`config.mk`:
```
export PLATFORM = sky130hd
export DESIGN_NAME = pulse_train_gen
export DESIGN_NICKNAME = d
export VERILOG_FILES = /design/src/rtl/pulse_train_gen.sv
export SDC_FILE = /design/constraint.sdc
export NUM_CORES = 1
export LEC_CHECK = 0
export BUFFER_PORTS_ARGS = -buffer_cell sky130_fd_sc_hd__buf_2
export CORE_ASPECT_RATIO = 1.1
export CORE_UTILIZATION = 50
export DETAILED_ROUTE_END_ITERATION = 10
export GPL_TIMING_DRIVEN = 0
export PLACE_DENSITY_LB_ADDON = 0.1
export SYNTH_ARGS = -nofsm -noshare
export SYNTH_HDL_FRONTEND = slang
export SYNTH_SLANG_ARGS = --single-unit
```
`constraint.sdc`:
```
create_clock -name clk -period 8 [get_ports clk]
set_clock_uncertainty 0.05 [all_clocks]
set_input_delay 1.6 -clock clk [delete_from_list [all_inputs] [get_ports clk]]
set_output_delay 1.6 -clock clk [all_outputs]
set_load 0.02 [all_outputs]
```
`src/rtl/pulse_train_gen.sv`:
```
// pulse_train_gen: emits a train of count_in pulses. Each pulse is high for
// PULSE_CYCLES clocks and is followed by a low gap of GAP_CYCLES clocks.
// A one-cycle done strobe follows the trailing gap.
//
// Ports:
//   clk        rising-edge clock
//   rst        asynchronous, active-high reset
//   start      train request, sampled only in IDLE
//   count_in   number of pulses (0-15), sampled with start
//   abort      (only with PULSE_TRAIN_GEN_ABORT_EN) cancels a running train
//   pulse_out  registered pulse train
//   busy       registered, high in PULSE or GAP
//   done       registered one-cycle completion strobe
//   remaining  registered count of pulses not yet completed
//
// Build option: define PULSE_TRAIN_GEN_ABORT_EN to add the abort input.
//
// state | meaning
// IDLE  | waiting for start
// PULSE | pulse_out high, timer counting down the high time
// GAP   | pulse_out low, timer counting down the low time
// DONE  | one-cycle completion strobe, then back to IDLE
module pulse_train_gen #(
  parameter logic [31:0] PULSE_CYCLES = 32'd5000000,
  parameter logic [31:0] GAP_CYCLES   = 32'd5000000
) (
  input  logic       clk,
  input  logic       rst,
  input  logic       start,
  input  logic [3:0] count_in,
`ifdef PULSE_TRAIN_GEN_ABORT_EN
  input  logic       abort,
`endif
  output logic       pulse_out,
  output logic       busy,
  output logic       done,
  output logic [3:0] remaining
);

  localparam logic [1:0] IDLE  = 2'd0;
  localparam logic [1:0] PULSE = 2'd1;
  localparam logic [1:0] GAP   = 2'd2;
  localparam logic [1:0] DONE  = 2'd3;

  logic [1:0]  state_q, state_d;
  logic [31:0] timer_q, timer_d;
  logic [3:0]  remaining_q, remaining_d;
  logic        pulse_out_q, pulse_out_d;
  logic        busy_q, busy_d;
  logic        done_q, done_d;

  // The timer is loaded with (length - 1) on entry; the state ends on the
  // cycle the timer reads zero, so a length of 1 lasts exactly one cycle.
  always_comb begin
    state_d     = state_q;
    remaining_d = remaining_q;
    timer_d     = (timer_q != 32'd0) ? timer_q - 32'd1 : 32'd0;

    case (state_q)
      IDLE: begin
        timer_d = 32'd0;
        if (start) begin
          if (count_in != 4'd0) begin
            state_d     = PULSE;
            remaining_d = count_in;
            timer_d     = PULSE_CYCLES - 32'd1;
          end else begin
            state_d     = DONE;
            remaining_d = 4'd0;
          end
        end
      end
      PULSE: begin
        if (timer_q == 32'd0) begin
          state_d     = GAP;
          remaining_d = remaining_q - 4'd1;
          timer_d     = GAP_CYCLES - 32'd1;
        end
      end
      GAP: begin
        if (timer_q == 32'd0) begin
          if (remaining_q != 4'd0) begin
            state_d = PULSE;
            timer_d = PULSE_CYCLES - 32'd1;
          end else begin
            state_d = DONE;
            timer_d = 32'd0;
          end
        end
      end
      DONE: begin
        state_d = IDLE;
        timer_d = 32'd0;
      end
      default: begin
        state_d     = IDLE;
        timer_d     = 32'd0;
        remaining_d = 4'd0;
      end
    endcase

`ifdef PULSE_TRAIN_GEN_ABORT_EN
    // Abort overrides whatever transition was computed above.
    if (abort && ((state_q == PULSE) || (state_q == GAP))) begin
      state_d     = IDLE;
      timer_d     = 32'd0;
      remaining_d = 4'd0;
    end
`endif

    // Outputs are registered copies of the next state so they line up
    // with the state register.
    pulse_out_d = (state_d == PULSE);
    busy_d      = (state_d == PULSE) || (state_d == GAP);
    done_d      = (state_d == DONE);
  end

  always_ff @(posedge clk or posedge rst) begin
    if (rst) begin
      state_q     <= IDLE;
      timer_q     <= 32'd0;
      remaining_q <= 4'd0;
      pulse_out_q <= 1'b0;
      busy_q      <= 1'b0;
      done_q      <= 1'b0;
    end else begin
      state_q     <= state_d;
      timer_q     <= timer_d;
      remaining_q <= remaining_d;
      pulse_out_q <= pulse_out_d;
      busy_q      <= busy_d;
      done_q      <= done_d;
    end
  end

  assign pulse_out = pulse_out_q;
  assign busy      = busy_q;
  assign done      = done_q;
  assign remaining = remaining_q;

endmodule

```
# After elaboration in Yosys (flattened, before gate mapping)
# Index checks and enable logic that the tools add are counted.
[totals]
inputBits = 7
elab_cells = 41
regBits = 41
out_inout_bits = 7
[classes]
n_reduce_logical = 8
n_eq_ne = 8
muxes = 17
n_addsub = 2
[ops]
columns = ["operator", "count"]
rows = [
  ["32-bit one-hot mux with 4 select lines", 1],
  ["32-bit two-way mux", 3],
  ["23-bit two-way mux", 3],
  ["32-bit logical NOT", 1],
  ["32-bit nonzero test", 1],
  ["32-bit by 1-bit subtractor with 32-bit output (second input constant)", 1],
  ["4-bit two-way mux", 3],
  ["2-bit two-way mux", 5],
  ["2-bit == test (second input constant)", 4],
  ["2-bit one-hot mux with 4 select lines", 1],
  ["4-bit one-hot mux with 2 select lines", 1],
  ["4-bit nonzero test", 2],
  ["2-bit by 1-bit == test with 1-bit output (second input constant)", 2],
  ["2-bit != test (second input constant)", 2],
  ["4-bit by 1-bit subtractor with 4-bit output (second input constant)", 1],
  ["3-bit AND reduction", 1],
  ["2-bit logical NOT", 1],
  ["2-bit nonzero test", 1],
  ["1-bit logical OR", 1],
]

# Logic depth before layout (Yosys ltp)
# Gate-level depths: netlist of run 1.
[depth]
depth_word = 6
mapped_depth = 9
depth_no_buf = 7

# Worst setup path after synthesis of run 1
# Ideal clock, no wire load.
[synth_path]
path_kind = "input -> register"
start = "input port count_in[0]"
end = "register busy_q, in the netlist busy"
arrival_time_ns = 2.537
cell_stages = 6
setup_ns = 0.113
path_buffers = 0
path_slack_ns = 5.300
required_time_ns = 7.837
path_cell_list = "nor4_1 > nand2_1 > nand2_1 > o211ai_1 > ha_1 > inv_1"
[synth_via]
elab_chain_cells = 6
elab_cells_between_ends = 7
cone_classes = "eq/ne (2); mux (3); reduce/logical (2)"
[synth_lines]
columns = ["element", "line", "source"]
rows = [
  ["start, declared", "30", "input logic [3:0] count_in,"],
  ["4-bit nonzero test *", "63", "if (count_in != 4'd0) begin"],
  ["2-bit two-way mux *", "63", ""],
  ["2-bit two-way mux *", "62", "if (start) begin"],
  ["2-bit one-hot mux with 4 select lines *", "59", "case (state_q)"],
  ["2-bit by 1-bit == test with 1-bit output or 2-bit == test (tied branches)", "114", "busy_d = (state_d == PULSE) || (state_d == GAP);"],
  ["1-bit logical OR *", "114", ""],
  ["via busy_d", "49", "logic busy_q, busy_d;"],
  ["end signal, assigned", "131", "busy_q <= busy_d;"],
  ["end, declared", "49", ""],
]
# Mark *: on every way through the listed nets, which the timed path passes. The rest lies on a longest branch.
# A chain may end at the register's enable or synchronous reset.

# Worst setup path after layout of run 1
[layout_path]
start = "register timer_q[4]"
end = "register busy_q, in the netlist busy"
[layout_via]
elab_chain_cells = 5
elab_cells_between_ends = 7
cone_classes = "eq/ne (2); mux (3); reduce/logical (2)"
[layout_lines]
columns = ["element", "line", "source"]
rows = [
  ["start, declared", "46", "logic [31:0] timer_q, timer_d;"],
  ["start signal, assigned", "128", "timer_q <= timer_d;"],
  ["32-bit logical NOT *", "74, 81", ""],
  ["2-bit two-way mux (on tied branches)", "81, 74", ""],
  ["2-bit one-hot mux with 4 select lines *", "59", ""],
  ["via state_d[0]", "45", "logic [1:0] state_q, state_d;"],
  ["2-bit by 1-bit == test with 1-bit output or 2-bit == test (tied branches)", "114", ""],
  ["1-bit logical OR *", "114", ""],
  ["via busy_d", "49", ""],
]
# Marks and branches as above.

==> metrics.yaml, run 1 <==
synthCells: 234
core_area_mm2: 0.00432
htree_num_levels: 2
p_per_area_mw_per_mm2: 425
fin_area_mm2: 0.00248
drv_cap: 0
antenna_cells: 0
wire_per_inst_um: 14.9
fin_setup_tns_ns: 0
rsz0062_at_grt: "false"
cts-resized-gates: 0
antenna_found_initial: 0
outcome: "finished, final reports clean"
postSynth.asyncResetShare: 1.00
crit_required_ns: 8.20
worstPathMaxFanout: 10
synthMuxAreaShare: 0
yosysTopAreaCell: "dfrtp_1"
synth_compound_area_frac: 0.169
tightest_slew_ns: 0.877
vdd.ir_drop.worst_uv: 208
clkTransAtPathRegs_ns: 0.08
path_cells: "or4_1 > buf_2 > nor3_4 > nand3_2 > or2_1 > a211oi_1 > ha_1 > inv_1"
synth_warnings: 0
holdBufCountCts: 0
die_w_um: 66.1
viasPerCell: 5.73
crit_type: "reg -> reg"
holdCritPathClass: "reg -> reg"
ios: 14
root_buffer: "clkbuf_8"
fmax_mhz: 333
area_growth_pct: 9.74
dp_hpwl_um: 3110
place_area_mm2: 0.00239
grt_pass1_wl_um: 8090
setup_slack_ns: 4.99
synth_xor_area_frac: 0.0814
vias: 1771
firstDrtPassIters: 4
synth_ff_type: "dfrtp_1"
nNetsFinal: 266
reg2reg_slack_ns: 4.99
synth_top_family_by_area: "simple AND/OR/NAND/NOR gates"
end_kind: "register"
critPathArrivalTime_ns: 3.21
startpoint: "timer_q[4]"
yosys_register_bits: 41
syn_area_mm2: 0.00226
rr_worst_depth: 8
start_kind: "register"
fp-row-count: 25
syn_nets: 246
yosysTopAreaCellShare: 0.454
pre_cts_ws_ns: 4.90
synthSimpleGateAreaFrac: 0.230
multiInputGateArea_mm2: 0.00115
die_h_um: 72.5
postRouteAntennaNets: 0
final_common_cell: "dfrtp_1"
leakagePower_nw: 1.13
overflow: 0
slew_headroom: 0.414
grt_max_degree: 42
drive_gt1_frac: 0.145
slowest_stage: "or4_1"
clockBufferDepth: 2
clk_latency_ns: 0.30
final_cell_mix: "dfrtp_1, nor2_1, buf_2"
regArea_mm2: 0.00103
die_area_mm2: 0.00479
r2r-end: "busy"
synthAdderAreaFrac: 0.0277
syn_avg_cell_area_um2: 9.66
synth_seq_area_share: 0.454
cts_buffers: 5
drc_errors: 0
synth.distinct_cells: 45
routed_wl_um: 4590
drtIter0Drc: 100
fin_crit_ns: 3.01
hold_violations: 0
gp_congestion: 0.821
finalSetupViolCount: 0
postCtsSetupBuffers: 0
crit_path_end: "busy"
synth_edf_count: 0
grt_pass1_vias: 1728
ys_top_cells_by_area: "dfrtp_1, xnor2_1, nor2_1"
grt_usage: 0.225
n_fill_cell: 403
cts_tree: "done"
portBuffers: 13
slew_viol_final: 0
start_util: 0.524
fin_crit_sh: 0.376
clkSinkCount: 41
cp_slowest_stage_delay_ns: 0.52
reg2reg_from: "timer_q[4]"
## synthesized netlist by cell type, drive strengths merged (2+ instances only)
cell and instances:
dfrtp 41, nor2 24, o21ai 16, nor3 14, nand2 11, xnor2 11, a21o 10, xor2 10
nand3 9, a21oi 8, inv 8, or4 8, clkbuf 7, or3 7, nor4 6, buf 5
ha 5, o31ai 5, nand4 4, o22a 3, or2 3, a211oi 2, o211ai 2, o22ai 2
o41a 2
## worst max-delay path: cells and delay by family, from the launching register on
| kind | cells | cell delay [ns] |
|---|---|---|
| AND/OR/NAND/NOR | 4 | 1.52 |
| flip-flops | 1 | 0.43 |
| AO/OA/AOI/OAI | 1 | 0.42 |
| adder cells (fa/ha/maj) | 1 | 0.30 |
| buffers and inverters | 2 | 0.24 |
## routing by layer
layer	up-vias	GRT usage	routed length (um)
li1	887	-	-
met1	849	0.307	2240
met2	27	0.353	2120
met3	8	0.0472	144
met4	0	0.0851	85
met5	-	0	0
## metrics by stage
step                std cells  utilization  total power, mW  hold WS, ns
finish                    309        0.575             1.05        0.498
global placement          301        0.554            0.914        0.472
detailed placement        301        0.554            0.919        0.488
CTS                       309        0.575             1.06        0.509
floorplan                 234            -            0.792        0.446
global route              309        0.575             1.15        0.518
## registers in the layout, indices dropped and copies added, names as in the netlist
| name | flops |
|---|---|
| done | 1 |
| pulse_out | 1 |
| state_q | 2 |
| timer_q | 32 |
| busy | 1 |
| remaining | 4 |
## worst min path at each step
stage	startpoint	end	slack [ns]	cells after the start
floorplan	timer_q[13]	timer_q[13]	0.45	2
global placement	timer_q[13]	timer_q[13]	0.47	2
detailed placement	timer_q[15]	timer_q[15]	0.49	2
CTS	timer_q[7]	timer_q[7]	0.51	2
global route	timer_q[7]	timer_q[7]	0.52	2
finish	timer_q[7]	timer_q[7]	0.50	2
## cell type report
| class | instances | area share |
|---|---|---|
| inverter | 8 | 0.0121 |
| timing repair buffer | 13 | 0.0262 |
| buffer | 12 | 0.0232 |
| clock inverter | 2 | 0.00605 |
| multi-input combinational | 173 | 0.462 |
| clock buffer | 6 | 0.0292 |
| tap | 54 | 0.0272 |
| sequential | 41 | 0.414 |
## cell families after synthesis
| group | count (synthesis) |
|---|---|
| buffers and inverters | 20 |
| AND/OR/NAND/NOR | 91 |
| XOR/XNOR | 21 |
| flip-flops | 41 |
| AO/OA/AOI/OAI | 56 |
| adder cells (fa/ha/maj) | 5 |
## power breakdown
| part | switching (mW) | internal, mW | total (mW) |
|---|---|---|---|
| Sequential | 0.0645 | 0.279 | 0.343 |
| Combinational | 0.347 | 0.226 | 0.573 |
| Clock | 0.0759 | 0.0615 | 0.137 |
| Total | 0.487 | 0.567 | 1.05 |
Note: power is estimated with default switching activity, not from simulation.
==> run 2: changes to the inputs <==
- clock period: 8 -> 3.05 ns (I/O delays scaled with it)
==> run 2 against run 1 <==
Count of clock-buffer cells in the layout stayed put. Setup slack worse by 4.8 ns. Register-to-register slack worse by 4.8 ns. Routed wire length shrank 0.41%. Cell count rose by 0.65%. Critical endpoint unchanged. Total power rose to 2.7 times the previous value. Flip-flop and latch count did not move. Largest power group unchanged. Global-route usage unchanged. Sequential share of layout area fell by 0.33 points. Maximum frequency increased by 6.4%.
==> metrics.yaml, run 2 (synthesized netlist as in run 1, its figures left out) <==
antenna_cells: 0  # unchanged
slew_viol_final: 0  # unchanged
slowest_stage: "or4_1"
wire_per_inst_um: 14.7  # -1.1%
holdBufCountCts: 0  # unchanged
grt_max_degree: 42  # unchanged
pre_cts_ws_ns: 0.0149  # -4.89 ns
fin_crit_sh: 0.927  # +0.551
multiInputGateArea_mm2: 0.00115  # +0.44%
gp_congestion: 0.821  # unchanged
clkSinkCount: 41  # unchanged
core_area_mm2: 0.00432  # unchanged
crit_required_ns: 3.21  # -4.99 ns
start_kind: "register"
clockBufferDepth: 2  # unchanged
grt_usage: 0.225  # unchanged
path_cells: "or4_1 > nor3_1 > buf_2 > nand3_2 > clkbuf_1 > nor3_1 > a211oi_2 > ha_1 > inv_1"
grt_pass1_wl_um: 8090  # unchanged
hold_violations: 0  # unchanged
holdCritPathClass: "in -> async"
drtIter0Drc: 103  # +3.0%
crit_type: "reg -> reg"
nNetsFinal: 268  # +0.75%
firstDrtPassIters: 4  # unchanged
grt_pass1_vias: 1728  # unchanged
regArea_mm2: 0.00103  # unchanged
die_h_um: 72.5  # unchanged
ios: 14  # unchanged
critPathArrivalTime_ns: 2.98  # -0.23 ns
max_flop_register: "timer_q"
drive_gt1_frac: 0.156  # +0.0105
fmax_mhz: 354  # +6.4%
crit_top_cell: "nor3_1"
portBuffers: 13  # unchanged
finalSetupViolCount: 0  # unchanged
dp_hpwl_um: 3110  # unchanged
leakagePower_nw: 1.15  # +1.0%
end_kind: "register"
n_fill_cell: 402  # -0.25%
tightest_slew_ns: 0.878  # +0.000179 ns
postRouteAntennaNets: 0  # unchanged
largest_reg_flops: 32  # unchanged
die_area_mm2: 0.00479  # unchanged
htree_num_levels: 2  # unchanged
fin_crit_ns: 2.83  # -0.180 ns
setup_slack_ns: 0.224  # -4.77 ns
cts_tree: "done"
worstPathMaxFanout: 10  # unchanged
start_util: 0.524  # unchanged
overflow: 0  # unchanged
antenna_found_initial: 0  # unchanged
drv_cap: 0  # unchanged
rsz0062_at_grt: "false"
routed_wl_um: 4570  # -0.41%
slew_headroom: 0.414  # about the same
cp_slowest_stage_delay_ns: 0.58  # +0.06 ns
final_common_cell: "dfrtp_1"
clkTransAtPathRegs_ns: 0.08  # about the same
area_growth_pct: 10.6
fp-row-count: 25  # unchanged
vias: 1776  # +0.28%
final_cell_mix: "dfrtp_1, nor2_1, buf_2"
vdd.ir_drop.worst_uv: 574  # +180%
cts_buffers: 5  # unchanged
viasPerCell: 5.71  # -0.36%
p_per_area_mw_per_mm2: 1120  # +160%
outcome: "finished, final reports clean"
drc_errors: 0  # unchanged
root_buffer: "clkbuf_8"
fin_setup_tns_ns: 0  # unchanged
die_w_um: 66.1  # unchanged
clk_latency_ns: 0.30  # about the same
==> run 2: metrics by stage <==
stage / hold WS (ns) / utilization / instance area, um2 / power (mW) / std cells
after floorplan: 0.446 / - / 2260 / 2.08 / 234
after global placement: 0.472 / 0.554 / 2390 / 2.40 / 301
after detailed placement: 0.488 / 0.554 / 2390 / 2.41 / 301
after CTS: 0.463 / 0.575 / 2480 / 2.78 / 309
after global routing: 0.501 / 0.579 / 2500 / 3.05 / 311
final: 0.431 / 0.579 / 2500 / 2.80 / 311
==> run 2: area by class of cell <==
cell class | count | area share
inverter | 8 | 0.0120
timing repair buffer | 15 | 0.0320
clock inverter | 2 | 0.00600
multi-input combinational | 173 | 0.461
sequential | 41 | 0.410
tap | 54 | 0.0270
clock buffer | 6 | 0.0290
buffer | 12 | 0.0230
==> run 2: final timing paths <==
check                                 start          end  slack, ns  cells after the start
worst max-delay path            timer_q[10]         busy       0.22                      9
worst min register to register   timer_q[7]   timer_q[7]       0.50                      2
min in group clk                 timer_q[7]   timer_q[7]       0.50                      2
worst min-delay path                    rst  timer_q[28]       0.43                      2
max in group asynchronous               rst  timer_q[13]       1.95                      2
worst max register to register  timer_q[10]         busy       0.22                      9
==> run 2: per-layer routing <==
| layer | part of all wire | global-route usage | up-vias |
|---|---|---|---|
| met5 | 0 | 0 | - |
| met4 | 0.019 | 0.0851 | 0 |
| met2 | 0.46 | 0.353 | 22 |
| li1 | - | - | 895 |
| met3 | 0.028 | 0.0472 | 8 |
| met1 | 0.49 | 0.307 | 851 |
==> run 2: timing repair <==
action                     CTS  global route
buffers inserted             0             2
setup endpoints to repair    0             3
gates resized for setup      0             1
==> run 2: power breakdown <==
group | internal (mW) | switching, mW | leakage, nW
Combinational | 0.621 | 0.916 | 0.573
Clock | 0.161 | 0.198 | 0.0374
Sequential | 0.732 | 0.168 | 0.536
Total | 1.51 | 1.28 | 1.15
==> run 2: critical path: cells and delay by family (launching register included) <==
kind	cells	cell delay, ns
and+or+nand+nor	4	1.29
buffers and inverters	3	0.58
DFF	1	0.42
adders and majority gates	1	0.30
AOI/OAI and AO/OA	1	0.09
==> run 3: changes to the inputs <==
- CORE_MARGIN: default -> 5
==> run 3 against run 2 <==
Via count is 0.23% lower. Sequential power barely moved. Count of clock-buffer cells in the layout up 1. Clock power rose by 26%. Utilization rose by 0.42 points. Total power increased by 4.4%. Global-route usage is 5.9 points lower. Setup slack worse by 0.020 ns. Critical endpoint unchanged.
==> metrics.yaml, run 3 (synthesized netlist as in run 1, its figures left out) <==
p_per_area_mw_per_mm2: 1150  # +2.9%
postRouteAntennaNets: 0  # unchanged
holdBufCountCts: 0  # unchanged
final_common_cell: "dfrtp_1"
slowest_stage: "or4_1"
clkSinkCount: 41  # unchanged
largest_reg_flops: 32  # unchanged
crit_required_ns: 3.19  # -0.02 ns
fin_total_pwr_mw: 2.92  # +4.4%
clkTransAtPathRegs_ns: 0.08  # about the same
cts_tree: "done"
drv_cap: 0  # unchanged
busiest_layer: "met2"
slew_headroom: 0.433  # +0.0194
power_switching_mw: 1.29  # +0.37%
fin_crit_ns: 2.85  # +0.0196 ns
drtIter0Drc: 118  # +15%
die_h_um: 80.5  # +11%
wire_per_inst_um: 14.6  # -0.69%
routed_wl_um: 4550  # -0.37%
clockBufferDepth: 2  # unchanged
grtUsageMet2: 0.263  # -0.0893
stdcell_count: 312  # +0.32%
antenna_cells: 0  # unchanged
cts_buffers: 5  # unchanged
die_area_mm2: 0.00597  # +24%
antenna_found_initial: 0  # unchanged
tightest_slew_ns: 0.849  # -0.0290 ns
crit_buf_inv: 3  # unchanged
overflow: 0  # unchanged
htree_num_levels: 2  # unchanged
ios: 14  # unchanged
core_area_mm2: 0.00435  # +0.72%
end_kind: "register"
rr_worst_depth: 9  # unchanged
leakagePower_nw: 1.17  # +2.3%
fp-row-count: 25  # unchanged
area_growth_pct: 12.2
portBuffers: 13  # unchanged
p_comb_frac: 0.538  # -0.012
fmax_mhz: 351  # -0.69%
grt_max_degree: 42  # unchanged
seqPwrFrac: 0.308  # -0.014
holdCritPathClass: "in -> async"
grt_pass1_wl_um: 7820  # -3.3%
met1_usage: 0.227  # -0.0803
firstDrtPassIters: 4  # unchanged
utilization: 0.584  # +0.00418
grt_use_met3: 0.0338  # -0.0134
path_cells: "or4_1 > nor3_1 > buf_2 > nand3_2 > clkbuf_1 > nor3_1 > a211oi_2 > ha_1 > inv_1"
start_util: 0.520  # -0.00377
drive_gt1_frac: 0.159  # +0.00327
reg2reg_from: "timer_q[10]"
final_cell_mix: "dfrtp_1, nor2_1, buf_2"
viasPerCell: 5.68  # -0.55%
grt_usage: 0.167  # -0.0585
outcome: "finished, final reports clean"
start_kind: "register"
root_buffer: "clkbuf_8"
slew_viol_final: 0  # unchanged
vias: 1772  # -0.23%
fin_crit_sh: 0.933  # +0.00642
p_sw_frac: 0.441  # -0.0176
finalSetupViolCount: 0  # unchanged
critPathArrivalTime_ns: 2.99  # about the same
r2r-end: "busy"
crit_top_cell: "nor3_1"
reg2reg_slack_ns: 0.20  # -0.02 ns
clk_latency_ns: 0.29  # about the same
cpLargestDelayFamily: "simple AND/OR/NAND/NOR gates"
pwr-share-clk: 0.155  # +0.027
vdd.ir_drop.worst_uv: 572  # -0.34%
p_int_mw: 1.63  # +7.8%
cp_slowest_stage_delay_ns: 0.58  # about the same
grt_pass1_vias: 1708  # -1.2%
max_flop_register: "timer_q"
crit_type: "reg -> reg"
nNetsFinal: 269  # +0.37%
worstPathMaxFanout: 10  # unchanged
dp_hpwl_um: 3060  # -1.6%
hold_violations: 0  # unchanged
drc_errors: 0  # unchanged
dpl.cell_count: 301  # unchanged
die_w_um: 74.1  # +12%
gp_congestion: 0.799  # -2.7%
==> run 3: cell types whose count changed in the layout (fill, tap and decap cells not counted), sizes merged <==
| cell | delta |
|---|---|
| clkbuf | +1 |
| bufinv | +1 |
| clkinvlp | -2 |
| buf | +1 |
==> run 3: how the worst max path moves through the flow <==
stage,to,from,slack (ns),cells past startpoint
3_3_place_gp,busy,timer_q[4],0.04,8
3_5_place_dp,busy,timer_q[4],0.03,8
4_1_cts,busy,timer_q[4],0.02,8
2_1_floorplan,busy,timer_q[4],0.36,8
5_1_grt,busy,timer_q[10],-0.007,9
6_report,busy,timer_q[10],0.20,9
==> run 3: area by class of cell <==
type	instances	area, um2
Clock buffer	7	86.3
Multi-Input combinational cell	173	1150
Clock inverter	1	30.0
Buffer	12	57.6
Tap cell	54	67.6
Sequential cell	41	1030
Timing Repair Buffer	16	87.6
Fill cell	385	1810
Inverter	8	30.0
==> run 3: metrics by stage <==
stage	setup TNS [ns]	setup WS (ns)	hold slack, ns	instance area (um2)
detailed placement	0	0.0335	0.488	2390
CTS	0	0.0196	0.472	2510
finish	0	0.205	0.435	2540
global route	-0.00698	-0.00698	0.522	2540
floorplan	0	0.365	0.446	2260
global placement	0	0.0387	0.476	2390
==> run 3: routing by layer <==
layer / up-vias / routed length (um)
li1: 892 / -
met1: 857 / 2240
met2: 17 / 2150
met3: 6 / 111
met4: 0 / 57
met5: - / 0
==> run 3: power by group through the flow <==
stage	clock, mW	sequential (mW)	combinational [mW]
floorplan	0	0.926	1.15
global placement	0	0.900	1.49
detailed placement	0	0.903	1.51
CTS	0.463	0.895	1.52
global route	0.490	0.926	1.74
finish	0.451	0.898	1.57
==> run 3: timing repair <==
action                                  in CTS  in global routing
buffers inserted                             0                  3
gates resized for setup                      0                  1
endpoints found under the setup margin       0                  1
